[src/rtl/conv_pkg.sv]
// Shared definitions for the conv_dff_pipe slice.
// Provides clog2(), used to size the level counter (LW = clog2(DEPTH + 1)).
package conv_pkg;

    // Ceiling log2, never less than 1 so that a counter always has at least one bit.
    function automatic int unsigned clog2(input int unsigned value);
        int unsigned result;
        result = 0;
        while ((32'd1 << result) < value) begin
            result++;
        end
        if (result == 0) begin
            result = 1;
        end
        return result;
    endfunction

endpackage

[src/rtl/conv_dff_pipe_if.sv]
// Handshake bundle for conv_dff_pipe.
// Upstream side:   in_valid_i, D_i (to pipe), in_ready_o (from pipe)
// Downstream side: out_valid_o, Q_o, level_o (from pipe), out_ready_i (to pipe)
// Modports: master = the environment driving the pipe, slave = the pipe itself.
interface conv_dff_pipe_if
    import conv_pkg::*;
#(
    parameter int unsigned WIDTH = 1,
    parameter int unsigned DEPTH = 2
);
    localparam int unsigned LW = clog2(DEPTH + 1);

    logic             in_valid_i;
    logic             in_ready_o;
    logic [WIDTH-1:0] D_i;
    logic             out_valid_o;
    logic             out_ready_i;
    logic [WIDTH-1:0] Q_o;
    logic [LW-1:0]    level_o;

    modport master (
        output in_valid_i,
        output D_i,
        output out_ready_i,
        input  in_ready_o,
        input  out_valid_o,
        input  Q_o,
        input  level_o
    );

    modport slave (
        input  in_valid_i,
        input  D_i,
        input  out_ready_i,
        output in_ready_o,
        output out_valid_o,
        output Q_o,
        output level_o
    );

endinterface

[src/rtl/conv_pipe_stage.sv]
// One pipeline slot: a valid bit plus a WIDTH-bit data register.
// Ports:
//   clk, rst     clock, asynchronous active-high reset (data <- {WIDTH{RstVal}})
//   set_i        synchronous flush: valid <- 0, data <- {WIDTH{PstVal}}
//   load_i       stage advances this cycle (already qualified by enable/set)
//   up_valid_i   valid of the upstream slot (or the accept strobe for the head)
//   up_data_i    data of the upstream slot (or D_i for the head)
//   valid_o      registered valid
//   data_o       registered data
module conv_pipe_stage #(
    parameter int unsigned WIDTH  = 1,
    parameter logic        RstVal = 1'b0,
    parameter logic        PstVal = 1'b0
) (
    input  logic             clk,
    input  logic             rst,
    input  logic             set_i,
    input  logic             load_i,
    input  logic             up_valid_i,
    input  logic [WIDTH-1:0] up_data_i,
    output logic             valid_o,
    output logic [WIDTH-1:0] data_o
);
    logic             valid_d, valid_q;
    logic [WIDTH-1:0] data_d, data_q;

    always_comb begin
        valid_d = valid_q;
        data_d  = data_q;
        if (set_i) begin
            valid_d = 1'b0;
            data_d  = {WIDTH{PstVal}};
        end else if (load_i) begin
            valid_d = up_valid_i;
            // A bubble moving in leaves the old data in place.
            if (up_valid_i) begin
                data_d = up_data_i;
            end
        end
    end

    always_ff @(posedge clk or posedge rst) begin
        if (rst) begin
            valid_q <= 1'b0;
            data_q  <= {WIDTH{RstVal}};
        end else begin
            valid_q <= valid_d;
            data_q  <= data_d;
        end
    end

    assign valid_o = valid_q;
    assign data_o  = data_q;

endmodule

[src/rtl/conv_dff_pipe.sv]
// Elastic DFF pipeline of DEPTH stages with valid/ready handshake, bubble collapse,
// global enable, synchronous flush-and-preset and an occupancy counter.
// Ports:
//   clk       clock (rising edge)
//   rst       asynchronous active-high reset
//   Set_i     synchronous flush; clears all beats, presets data to {WIDTH{PstVal}}
//   Enable_i  global clock enable; 0 freezes all state and blocks the handshake
//   bus       slave side of conv_dff_pipe_if (in_valid_i/in_ready_o/D_i,
//             out_valid_o/out_ready_i/Q_o, level_o)
module conv_dff_pipe
    import conv_pkg::*;
#(
    parameter int unsigned WIDTH  = 1,
    parameter int unsigned DEPTH  = 2,
    parameter logic        RstVal = 1'b0,
    parameter logic        PstVal = 1'b0
) (
    input  logic             clk,
    input  logic             rst,
    input  logic             Set_i,
    input  logic             Enable_i,
    conv_dff_pipe_if.slave   bus
);
    localparam int unsigned LW = clog2(DEPTH + 1);

    logic [DEPTH-1:0] valid;
    logic [DEPTH-1:0] adv;
    logic [WIDTH-1:0] data [DEPTH];

    logic          live;
    logic          accept;
    logic          pop;
    logic [LW-1:0] level_d, level_q;

    // Handshake is only open when enabled, not flushing and out of reset.
    assign live = Enable_i & ~Set_i & ~rst;

    for (genvar k = 0; k < DEPTH; k++) begin : g_stage
        logic             up_valid;
        logic [WIDTH-1:0] up_data;

        if (k == 0) begin : g_head
            assign up_valid = accept;
            assign up_data  = bus.D_i;
        end else begin : g_body
            assign up_valid = valid[k-1];
            assign up_data  = data[k-1];
        end

        // Flattened form of adv[k] = ~valid[k] | adv[k+1]: a stage can move whenever any
        // slot at or after it is empty, or the output is being drained.
        assign adv[k] = bus.out_ready_i | ~(&valid[DEPTH-1:k]);

        conv_pipe_stage #(
            .WIDTH  (WIDTH),
            .RstVal (RstVal),
            .PstVal (PstVal)
        ) u_stage (
            .clk        (clk),
            .rst        (rst),
            .set_i      (Set_i),
            .load_i     (Enable_i & ~Set_i & adv[k]),
            .up_valid_i (up_valid),
            .up_data_i  (up_data),
            .valid_o    (valid[k]),
            .data_o     (data[k])
        );
    end

    assign bus.in_ready_o  = live & adv[0];
    assign bus.out_valid_o = live & valid[DEPTH-1];
    assign bus.Q_o         = data[DEPTH-1];

    assign accept = bus.in_valid_i & bus.in_ready_o;
    assign pop    = bus.out_valid_o & bus.out_ready_i;

    always_comb begin
        level_d = level_q;
        if (Set_i) begin
            level_d = '0;
        end else if (accept && !pop) begin
            level_d = level_q + LW'(1);
        end else if (pop && !accept) begin
            level_d = level_q - LW'(1);
        end
    end

    always_ff @(posedge clk or posedge rst) begin
        if (rst) begin
            level_q <= '0;
        end else begin
            level_q <= level_d;
        end
    end

    assign bus.level_o = level_q;

endmodule

[src/flat_wrapper.sv]
// flat-port wrapper written by rule: the top's interface ports become plain ports
module conv_dff_pipe_flat import conv_pkg::*;
#(
    parameter int unsigned WIDTH  = 1,
    parameter int unsigned DEPTH  = 2,
    parameter logic        RstVal = 1'b0,
    parameter logic        PstVal = 1'b0
)
  (clk, rst, Set_i, Enable_i, bus_in_valid_i, bus_D_i, bus_out_ready_i, bus_in_ready_o, bus_out_valid_o, bus_Q_o, bus_level_o);
  conv_dff_pipe_if #(.WIDTH(WIDTH), .DEPTH(DEPTH)) bus_i ();
  input  logic clk;
  input  logic rst;
  input  logic Set_i;
  input  logic Enable_i;
  input wire logic [$bits(bus_i.in_valid_i)-1:0] bus_in_valid_i;
  input wire logic [$bits(bus_i.D_i)-1:0] bus_D_i;
  input wire logic [$bits(bus_i.out_ready_i)-1:0] bus_out_ready_i;
  output wire logic [$bits(bus_i.in_ready_o)-1:0] bus_in_ready_o;
  output wire logic [$bits(bus_i.out_valid_o)-1:0] bus_out_valid_o;
  output wire logic [$bits(bus_i.Q_o)-1:0] bus_Q_o;
  output wire logic [$bits(bus_i.level_o)-1:0] bus_level_o;
  assign bus_i.in_valid_i = bus_in_valid_i;
  assign bus_i.D_i = bus_D_i;
  assign bus_i.out_ready_i = bus_out_ready_i;
  assign bus_in_ready_o = bus_i.in_ready_o;
  assign bus_out_valid_o = bus_i.out_valid_o;
  assign bus_Q_o = bus_i.Q_o;
  assign bus_level_o = bus_i.level_o;
  conv_dff_pipe #(.WIDTH(WIDTH), .DEPTH(DEPTH), .RstVal(RstVal), .PstVal(PstVal)) u_core (.clk(clk), .rst(rst), .Set_i(Set_i), .Enable_i(Enable_i), .bus(bus_i));
endmodule
[config.mk]
export PLATFORM = sky130hd
export DESIGN_NAME = conv_dff_pipe_flat
export DESIGN_NICKNAME = d
export VERILOG_FILES = /design/src/rtl/conv_pkg.sv /design/src/rtl/conv_dff_pipe_if.sv /design/src/rtl/conv_pipe_stage.sv /design/src/rtl/conv_dff_pipe.sv /design/src/flat_wrapper.sv
export SDC_FILE = /design/constraint.sdc
export NUM_CORES = 1
export LEC_CHECK = 0
export CORE_AREA = 2 2 39 41
export DETAILED_ROUTE_END_ITERATION = 10
export DIE_AREA = 0 0 41 43
export DONT_BUFFER_PORTS = 1
export GPL_ROUTABILITY_DRIVEN = 0
export MAX_ROUTING_LAYER = met4
export SKIP_CTS_REPAIR_TIMING = 1
export SLEW_MARGIN = 5
export SYNTH_ARGS = -nofsm -noshare
export SYNTH_HDL_FRONTEND = slang
export SYNTH_SLANG_ARGS = --single-unit
[constraint.sdc]
create_clock -name clk -period 1.8 [get_ports clk]
set_input_delay 0.27 -clock clk [delete_from_list [all_inputs] [get_ports clk]]
set_output_delay 0.27 -clock clk [all_outputs]
set_load 0.02 [all_outputs]
==> results.py, run 1 <==
metrics = {
    "worst_setup_path": {
        "cpLargestDelayFamily": "simple AND/OR/NAND/NOR gates",
        "setup.worst_path.class": "reg2out",
        "required_ns": 1.53,
        "crit_start": "u_core.g_stage[1].u_stage.valid_o",
        "cp_slowest_cell": "dfrtp_1",
        "arrival_ns": 1.30,
        "crit_fanout": 6,
        "r2r-start": "u_core.g_stage[1].u_stage.valid_o",
        "cp_num_buf_inv": 1,
        "crit_chain": "and3b_1, nor4_1, buf_4",
        "cpPeakStageDelay_ns": 0.42,
        "critPathCaptureType": "primary output",
        "cp-start-kind": "flip-flop",
    },
    "power_and_ir_drop": {
        "pwr-share-comb": 0.082,
        "p_switching_mw": 0.0697,
        "p_leak_nw": 0.200,
        "internal_power_mw": 0.228,
        "power_frac_seq": 0.490,
        "p_sw_frac": 0.234,
        "power_density_nw_per_um2": 681,
        "pwr-share-clk": 0.429,
        "irDropWorstVdd_mv": 0.153,
    },
    "global_routing": {
        "grt_max_degree": 11,
        "antenna_found_initial": 0,
        "grt.overflow.total": 0,
        "grt_pass1_wl_um": 1210,
        "grt_pass1_vias": 319,
        "grt_usage": 0.108,
    },
    "placement": {
        "io_buffers": 0,
        "hpwl_um": 576,
        "pre_cts_slack_ns": 0.513,
        "placed_cell_area_um2": 404,
    },
    "job": {
        "maxCapViolCount": 0,
    },
    "floorplan": {
        "die_area_um2": 1760,
        "top_level_ports": 12,
        "core_region_area_um2": 1380,
        "die_w_um": 41,
        "row_count": 14,
        "die_y_um": 43,
        "start_util": 0.269,
    },
    "sta": {
        "layout_min_cycle_time_ns": 1.57,
        "fin_crit_sh": 0.870,
        "finalSetupTns_ns": 0,
        "rsz0062_at_grt": "false",
        "finalHoldViolCount": 0,
        "timing.final.ws_setup_ns": 0.235,
        "clock_skew_ns": 0.00187,
        "setup-violations-final": 0,
        "maxSlewHeadroom": 0.802,
        "clock.fmax_mhz": 639,
        "worst_pin_slew_ns": 0.297,
        "final_max_slew_viol_count": 0,
    },
    "detailed_routing": {
        "drt_pre_antenna_iters": 4,
        "drc": 0,
        "viasPerCell": 5.33,
        "routed_wire_length_per_instance_um": 14.0,
        "via_count": 309,
        "wl_um": 813,
        "drt_iter0_markers": 6,
        "antenna_left": 0,
    },
    "layout": {
        "multi_input_area_um2": 208,
        "fin_util": 0.316,
        "antenna-diode-count": 0,
        "nFillCells": 146,
        "postLayoutCellArea_um2": 437,
        "drive_gt1_frac": 0.190,
        "num-nets-final": 51,
        "seq_area_um2": 150,
        "area_growth_pct": 17.1,
    },
    "synth": {
        "netlist_area_um2": 373,
        "synth_seq_cells": 6,
        "yosysWarnings": 0,
        "syn_nets": 44,
        "synth_cells": 37,
        "synth.avg_cell_area_um2": 10.1,
        "ys_types": 25,
        "yosysSeqAreaShare": 0.403,
    },
    "clock_tree": {
        "cts-buffers-inserted": 3,
        "path_clk_slew_ns": 0.05,
        "cts.path.max_buffers": 2,
        "h-tree-depth": 1,
        "tritoncts": "built",
        "cts.sinks": 6,
        "clock_latency_ns": 0.25,
        "cts_root_buffer": "clkbuf_4",
    },
    "run_status": {
        "status": "completed",
    },
    "min_path": {
        "hp-class": "in2reg",
        "hp-start": "Set_i",
    },
}
cells in the final DEF, fill, tap and decap left out:
| cell type | synthesis | final |
|---|---|---|
| dfrtp_1 | 6 | 6 |
| inv_1 | 3 | 3 |
| clkbuf_4 | 0 | 3 |
| nor2_1 | 2 | 2 |
| nor2b_1 | 2 | 2 |
| a21oi_1 | 2 | 2 |
| nand4b_1 | 2 | 2 |
| o21a_1 | 2 | 2 |
| buf_4 | 0 | 2 |
| nand2_1 | 1 | 1 |
| a22oi_1 | 1 | 1 |
| nand3b_1 | 1 | 1 |
| o21ai_0 | 1 | 1 |
| and3b_1 | 1 | 1 |
| o21bai_1 | 1 | 1 |
| or3_1 | 1 | 1 |
| nand4b_2 | 1 | 1 |
| xor2_1 | 1 | 1 |
| mux2i_1 | 1 | 1 |
| o31ai_1 | 1 | 1 |
| nor4_1 | 1 | 1 |
| nor4b_1 | 1 | 1 |
| o32a_1 | 1 | 1 |
| mux2_4 | 1 | 1 |
| nor3b_1 | 1 | 1 |
| o21ba_2 | 1 | 1 |
| dlygate4sd3_1 | 0 | 1 |
sequential cells by signal, summed over array words and instances, names as in the netlist:
name / flops
u_core.bus.level_o: 2
u_core.g_stage.u_stage.data_o: 2
u_core.g_stage.u_stage.valid_o: 2
final cells by class:
class	instances	area share
repair buffers	3	0.0573
flip-flops and latches	6	0.344
multi-input cells	27	0.476
clock buffers	3	0.0516
well taps	16	0.0458
inverters	3	0.0258
per-stage QoR:
stage	hold WS [ns]	std cells	power, mW
2_1_floorplan	0.0610	37	0.167
3_3_place_gp	0.0962	54	0.170
3_5_place_dp	0.0952	54	0.170
4_1_cts	-0.163	57	0.295
5_1_grt	0.0779	58	0.307
6_report	0.0805	58	0.297
cells by family after synthesis:
group | Yosys count | synth area share
simple gates | 14 | 0.272
compound gates | 10 | 0.195
flops | 6 | 0.403
buf+inv | 4 | 0.0403
mux | 2 | 0.0671
xor+xnor | 1 | 0.0235
routing by layer:
| metal | vias to the layer above | share of wire | GRT usage | wire, um |
|---|---|---|---|---|
| met2 | 13 | 0.45 | 0.166 | 363 |
| met1 | 142 | 0.42 | 0.110 | 341 |
| met5 | - | 0 | - | 0 |
| met3 | 5 | 0.085 | 0.0157 | 69 |
| li1 | 149 | - | - | - |
| met4 | 0 | 0.049 | 0.100 | 40 |
power groups by stage:
stage / clock (mW) / sequential [mW] / combinational (mW)
finish: 0.127 / 0.146 / 0.0243
detailed placement: 0 / 0.147 / 0.0227
CTS: 0.127 / 0.145 / 0.0228
global placement: 0 / 0.147 / 0.0225
global route: 0.134 / 0.146 / 0.0271
floorplan: 0 / 0.146 / 0.0210
Yosys cell counts, drive strengths merged:
master  number  area share
nand3b       1       0.020
o21bai       1       0.020
xor2         1       0.023
o32a         1       0.027
and3b        1       0.023
nor2         2       0.020
or3          1       0.017
dfrtp        6        0.40
nand4b       3       0.087
o21ba        1       0.027
mux2         1       0.040
o31ai        1       0.020
nor4         1       0.017
clkbuf       1       0.010
inv          3       0.030
nor3b        1       0.020
o21ai        1       0.013
mux2i        1       0.027
a21oi        2       0.027
nand2        1       0.010
nor2b        2       0.034
nor4b        1       0.023
a22oi        1       0.020
o21a         2       0.040
worst paths after layout:
check | endpoint | slack (ns) | cells after the start
max in group asynchronous | u_core.g_stage[1].u_stage.data_o | 1.21 | 2
worst min register to register | u_core.g_stage[1].u_stage.data_o | 0.56 | 2
min in group asynchronous | u_core.bus.level_o[1] | 0.39 | 2
worst max register to register | u_core.bus.level_o[1] | 0.48 | 3
worst max-delay path | bus_in_ready_o | 0.23 | 3
worst min-delay path | u_core.g_stage[1].u_stage.data_o | 0.08 | 1
Power figures use the tool's default switching activity.
==> run 2: changes to the inputs <==
--- a/config.mk
+++ b/config.mk
@@ -11,8 +11,8 @@
 export DONT_BUFFER_PORTS = 1
 export GPL_ROUTABILITY_DRIVEN = 0
 export MAX_ROUTING_LAYER = met4
+export SETUP_SLACK_MARGIN = 0.4
 export SKIP_CTS_REPAIR_TIMING = 1
-export SLEW_MARGIN = 5
 export SYNTH_ARGS = -nofsm -noshare
 export SYNTH_HDL_FRONTEND = slang
 export SYNTH_SLANG_ARGS = --single-unit
==> results.py, run 2 (synthesized netlist as in run 1, its figures left out) <==
metrics = {
    "detailed_routing": {
        "drt_iter0_markers": 1,
        "wl_um": 807,
        "drc": 0,
        "routed_wire_length_per_instance_um": 14.4,
        "antenna_left": 0,
        "drt_pre_antenna_iters": 3,
        "via_count": 321,
        "viasPerCell": 5.73,
    },
    "min_path": {
        "holdPathEnd": "u_core.g_stage[1].u_stage.valid_o",
        "hp-class": "in2reg",
        "hp-start": "Set_i",
        "min_delay_path_depth": 1,
    },
    "worst_setup_path": {
        "r2r-start": "u_core.g_stage[1].u_stage.valid_o",
        "rr_worst_depth": 3,
        "cpPeakStageDelay_ns": 0.42,
        "required_ns": 1.53,
        "cp_slowest_cell": "dfrtp_1",
        "critPathCaptureType": "primary output",
        "cp_num_buf_inv": 0,
        "setup.worst_path.class": "reg2out",
        "crit_chain": "and3b_1, nor4_4",
        "crit_fanout": 6,
        "arrival_ns": 1.26,
        "crit_start": "u_core.g_stage[1].u_stage.valid_o",
        "r2r_slack_ns": 0.49,
        "cpLargestDelayFamily": "simple AND/OR/NAND/NOR gates",
        "rr_endpoint": "u_core.bus.level_o[1]",
        "cp-start-kind": "flip-flop",
    },
    "sta": {
        "clock_skew_ns": 0.0106,
        "finalSetupTns_ns": 0,
        "layout_min_cycle_time_ns": 1.53,
        "finalHoldViolCount": 0,
        "fin_crit_sh": 0.852,
        "clock.fmax_mhz": 652,
        "rsz0062_at_grt": "true",
        "final_max_slew_viol_count": 0,
        "worst_pin_slew_ns": 0.545,
        "setup-violations-final": 0,
        "maxSlewHeadroom": 0.636,
        "hold_ws_ns": 0.0898,
    },
    "clock_tree": {
        "cts-buffers-inserted": 3,
        "h-tree-depth": 1,
        "cts.path.max_buffers": 2,
        "clock_latency_ns": 0.25,
        "cts.sinks": 6,
        "cts_root_buffer": "clkbuf_4",
        "tritoncts": "built",
        "path_clk_slew_ns": 0.05,
    },
    "job": {
        "maxCapViolCount": 0,
    },
    "global_routing": {
        "grt_pass1_vias": 308,
        "grt_usage": 0.112,
        "grt_max_degree": 11,
        "grt.overflow.total": 0,
        "grt_pass1_wl_um": 1200,
        "antenna_found_initial": 0,
    },
    "power_and_ir_drop": {
        "pwr-share-comb": 0.085,
        "irDropWorstVdd_mv": 0.171,
        "p_switching_mw": 0.0673,
        "power_frac_seq": 0.493,
        "p_leak_nw": 0.191,
        "p_sw_frac": 0.228,
        "pwr-share-clk": 0.421,
        "power_density_nw_per_um2": 666,
        "internal_power_mw": 0.228,
    },
    "layout": {
        "final_common_cell": "dfrtp_1",
        "fin_util": 0.320,
        "final_cell_mix": "dfrtp_1 (6), inv_1 (3), clkbuf_4 (3)",
        "num-nets-final": 49,
        "area_growth_pct": 18.8,
        "nFillCells": 141,
        "postLayoutCellArea_um2": 443,
        "antenna-diode-count": 0,
        "drive_gt1_frac": 0.200,
    },
    "floorplan": {
        "start_util": 0.269,
        "die_w_um": 41,
        "row_count": 14,
        "die_area_um2": 1760,
        "core_region_area_um2": 1380,
        "top_level_ports": 12,
        "die_y_um": 43,
    },
    "run_status": {
        "status": "completed",
    },
    "placement": {
        "io_buffers": 0,
        "hpwl_um": 622,
        "placed_cell_area_um2": 402,
    },
}
## run 2: cell types whose count changed in the layout (fill, tap and decap cells not counted), sizes merged
cell  change
buf       -2
## run 2: per-stage QoR
stage / power [mW] / cells / setup WS, ns
floorplan: 0.169 / 37 / 0.504
global placement: 0.170 / 52 / 0.452
detailed placement: 0.170 / 52 / 0.422
CTS: 0.296 / 55 / 0.155
global route: 0.307 / 56 / 0.206
finish: 0.295 / 56 / 0.267
## run 2: worst max path at each step
| stage | to | depth (start not counted) |
|---|---|---|
| finish | bus_in_ready_o | 2 |
| global route | bus_in_ready_o | 2 |
| CTS | bus_in_ready_o | 2 |
| detailed placement | bus_in_ready_o | 2 |
| global placement | bus_in_ready_o | 2 |
| floorplan | bus_in_ready_o | 2 |
## run 2: final cells by class
type | count | area, um2 | share of cell area
Inverter | 3 | 11.3 | 0.0254
Clock buffer | 3 | 22.5 | 0.0508
Sequential cell | 6 | 150 | 0.339
Multi-Input combinational cell | 27 | 229 | 0.517
Tap cell | 16 | 20.0 | 0.0452
Timing Repair Buffer | 1 | 10.0 | 0.0226
## run 2: layer usage
layer	global-route usage	share of wire	wire length (um)
met4	0.100	0.029	23
met2	0.163	0.47	382
met3	0.0681	0.11	86
met5	-	0	0
met1	0.0912	0.39	315
## run 2: power by group through the flow
stage | Clock, mW | Combinational (mW) | Sequential (mW)
after floorplan | 0 | 0.0223 | 0.146
after global placement | 0 | 0.0223 | 0.147
after detailed placement | 0 | 0.0225 | 0.148
after CTS | 0.127 | 0.0225 | 0.146
after global routing | 0.133 | 0.0276 | 0.146
final | 0.124 | 0.0252 | 0.145
==> run 3: changes to the inputs <==
--- a/config.mk
+++ b/config.mk
@@ -10,7 +10,6 @@
 export DIE_AREA = 0 0 41 43
 export DONT_BUFFER_PORTS = 1
 export GPL_ROUTABILITY_DRIVEN = 0
-export MAX_ROUTING_LAYER = met4
 export SETUP_SLACK_MARGIN = 0.4
 export SKIP_CTS_REPAIR_TIMING = 1
 export SYNTH_ARGS = -nofsm -noshare
==> results.py, run 3 (synthesized netlist as in run 1, its figures left out) <==
metrics = {
    "run_status": {
        "status": "completed",
    },
    "worst_setup_path": {
        "cp-start-kind": "flip-flop",
        "cp_slowest_cell": "dfrtp_1",
        "cpPeakStageDelay_ns": 0.42,
        "r2r_slack_ns": 0.49,
        "crit_chain": "and3b_1, nor4_4",
        "crit_fanout": 6,
        "arrival_ns": 1.27,
        "critPathCaptureType": "primary output",
        "rr_worst_depth": 3,
        "required_ns": 1.53,
        "setup.worst_path.class": "reg2out",
    },
    "layout": {
        "antenna-diode-count": 0,
        "drive_gt1_frac": 0.200,
        "num-nets-final": 49,
        "finalNonFillerCells": 56,
        "area_growth_pct": 18.8,
        "final_common_cell": "dfrtp_1",
        "final_cell_mix": "dfrtp_1 (6), inv_1 (3), clkbuf_4 (3)",
        "postLayoutCellArea_um2": 443,
    },
    "detailed_routing": {
        "via_count": 321,
        "drt_iter0_markers": 2,
        "drt_pre_antenna_iters": 3,
        "viasPerCell": 5.73,
        "wl_um": 812,
        "routed_wire_length_per_instance_um": 14.5,
        "antenna_left": 0,
        "drc": 0,
    },
    "global_routing": {
        "grt.overflow.total": 0,
        "grt_pass1_wl_um": 1190,
        "antenna_found_initial": 0,
        "grt_use_met2": 0.163,
        "grt_usage": 0.109,
        "grt_max_degree": 11,
        "grt_pass1_vias": 308,
        "grt.busiest_layer": "met2",
        "gr-usage-met3": 0.0681,
        "use_met1": 0.0912,
    },
    "power_and_ir_drop": {
        "irDropWorstVdd_mv": 0.171,
        "p_leak_nw": 0.191,
        "power_density_nw_per_um2": 669,
    },
    "clock_tree": {
        "cts-buffers-inserted": 3,
        "cts.path.max_buffers": 2,
        "path_clk_slew_ns": 0.05,
        "clock_latency_ns": 0.25,
        "cts.sinks": 6,
        "tritoncts": "built",
        "cts_root_buffer": "clkbuf_4",
        "h-tree-depth": 1,
    },
    "placement": {
        "dp_cells": 52,
        "pre_cts_slack_ns": 0.422,
        "io_buffers": 0,
        "hpwl_um": 622,
        "placed_cell_area_um2": 402,
    },
    "sta": {
        "clock_skew_ns": 0.0106,
        "rsz0062_at_grt": "true",
        "clock.fmax_mhz": 651,
        "worst_pin_slew_ns": 0.545,
        "timing.final.ws_setup_ns": 0.263,
        "finalSetupTns_ns": 0,
        "setup-violations-final": 0,
        "maxSlewHeadroom": 0.636,
        "finalHoldViolCount": 0,
        "fin_crit_sh": 0.854,
        "final_max_slew_viol_count": 0,
        "layout_min_cycle_time_ns": 1.54,
    },
    "floorplan": {
        "die_y_um": 43,
        "start_util": 0.269,
        "core_region_area_um2": 1380,
        "die_area_um2": 1760,
        "top_level_ports": 12,
        "row_count": 14,
        "die_w_um": 41,
    },
    "job": {
        "maxCapViolCount": 0,
    },
    "min_path": {
        "hp-class": "in2reg",
        "min_delay_path_depth": 1,
    },
}
-- run 3: cell counts in the layout (fill, tap and decap cells not counted) --
Identical to the previous run, type by type.
-- run 3: critical path: cells and delay by family (launching register included) --
kind	cells	cell delay, ns
simple gates	2	0.59
flops	1	0.42
-- run 3: layout make-up --
type | count | area (um2)
multi-input combinational | 27 | 229
timing repair buffer | 1 | 10.0
tap | 16 | 20.0
fill | 141 | 941
sequential | 6 | 150
inverter | 3 | 11.3
clock buffer | 3 | 22.5
-- run 3: per-layer routing --
metal,up-vias,wire length (um)
met5,-,0
met4,0,19
met3,2,92
met2,13,383
met1,159,316
li1,147,-
-- run 3: worst paths after layout --
kind                                              startpoint                                 to
setup / recovery           u_core.g_stage[1].u_stage.valid_o                     bus_in_ready_o
hold / removal                                         Set_i  u_core.g_stage[1].u_stage.valid_o
setup reg to reg           u_core.g_stage[1].u_stage.valid_o              u_core.bus.level_o[1]
hold reg to reg             u_core.g_stage[0].u_stage.data_o   u_core.g_stage[1].u_stage.data_o
max in group asynchronous                                rst   u_core.g_stage[0].u_stage.data_o
min in group asynchronous                                rst              u_core.bus.level_o[1]
-- run 3: report_power, final --
group | switching [mW] | internal, mW
Combinational | 0.0119 | 0.0132
Sequential | 0.00656 | 0.139
Clock | 0.0503 | 0.0755
-- run 3: through the flow --
stage / utilization / hold WS, ns / power [mW]
2_1_floorplan: - / 0.0610 / 0.169
6_report: 0.320 / 0.0869 / 0.296
4_1_cts: 0.307 / -0.167 / 0.296
5_1_grt: 0.320 / 0.0786 / 0.307
3_5_place_dp: 0.290 / 0.0948 / 0.170
3_3_place_gp: 0.290 / 0.104 / 0.170
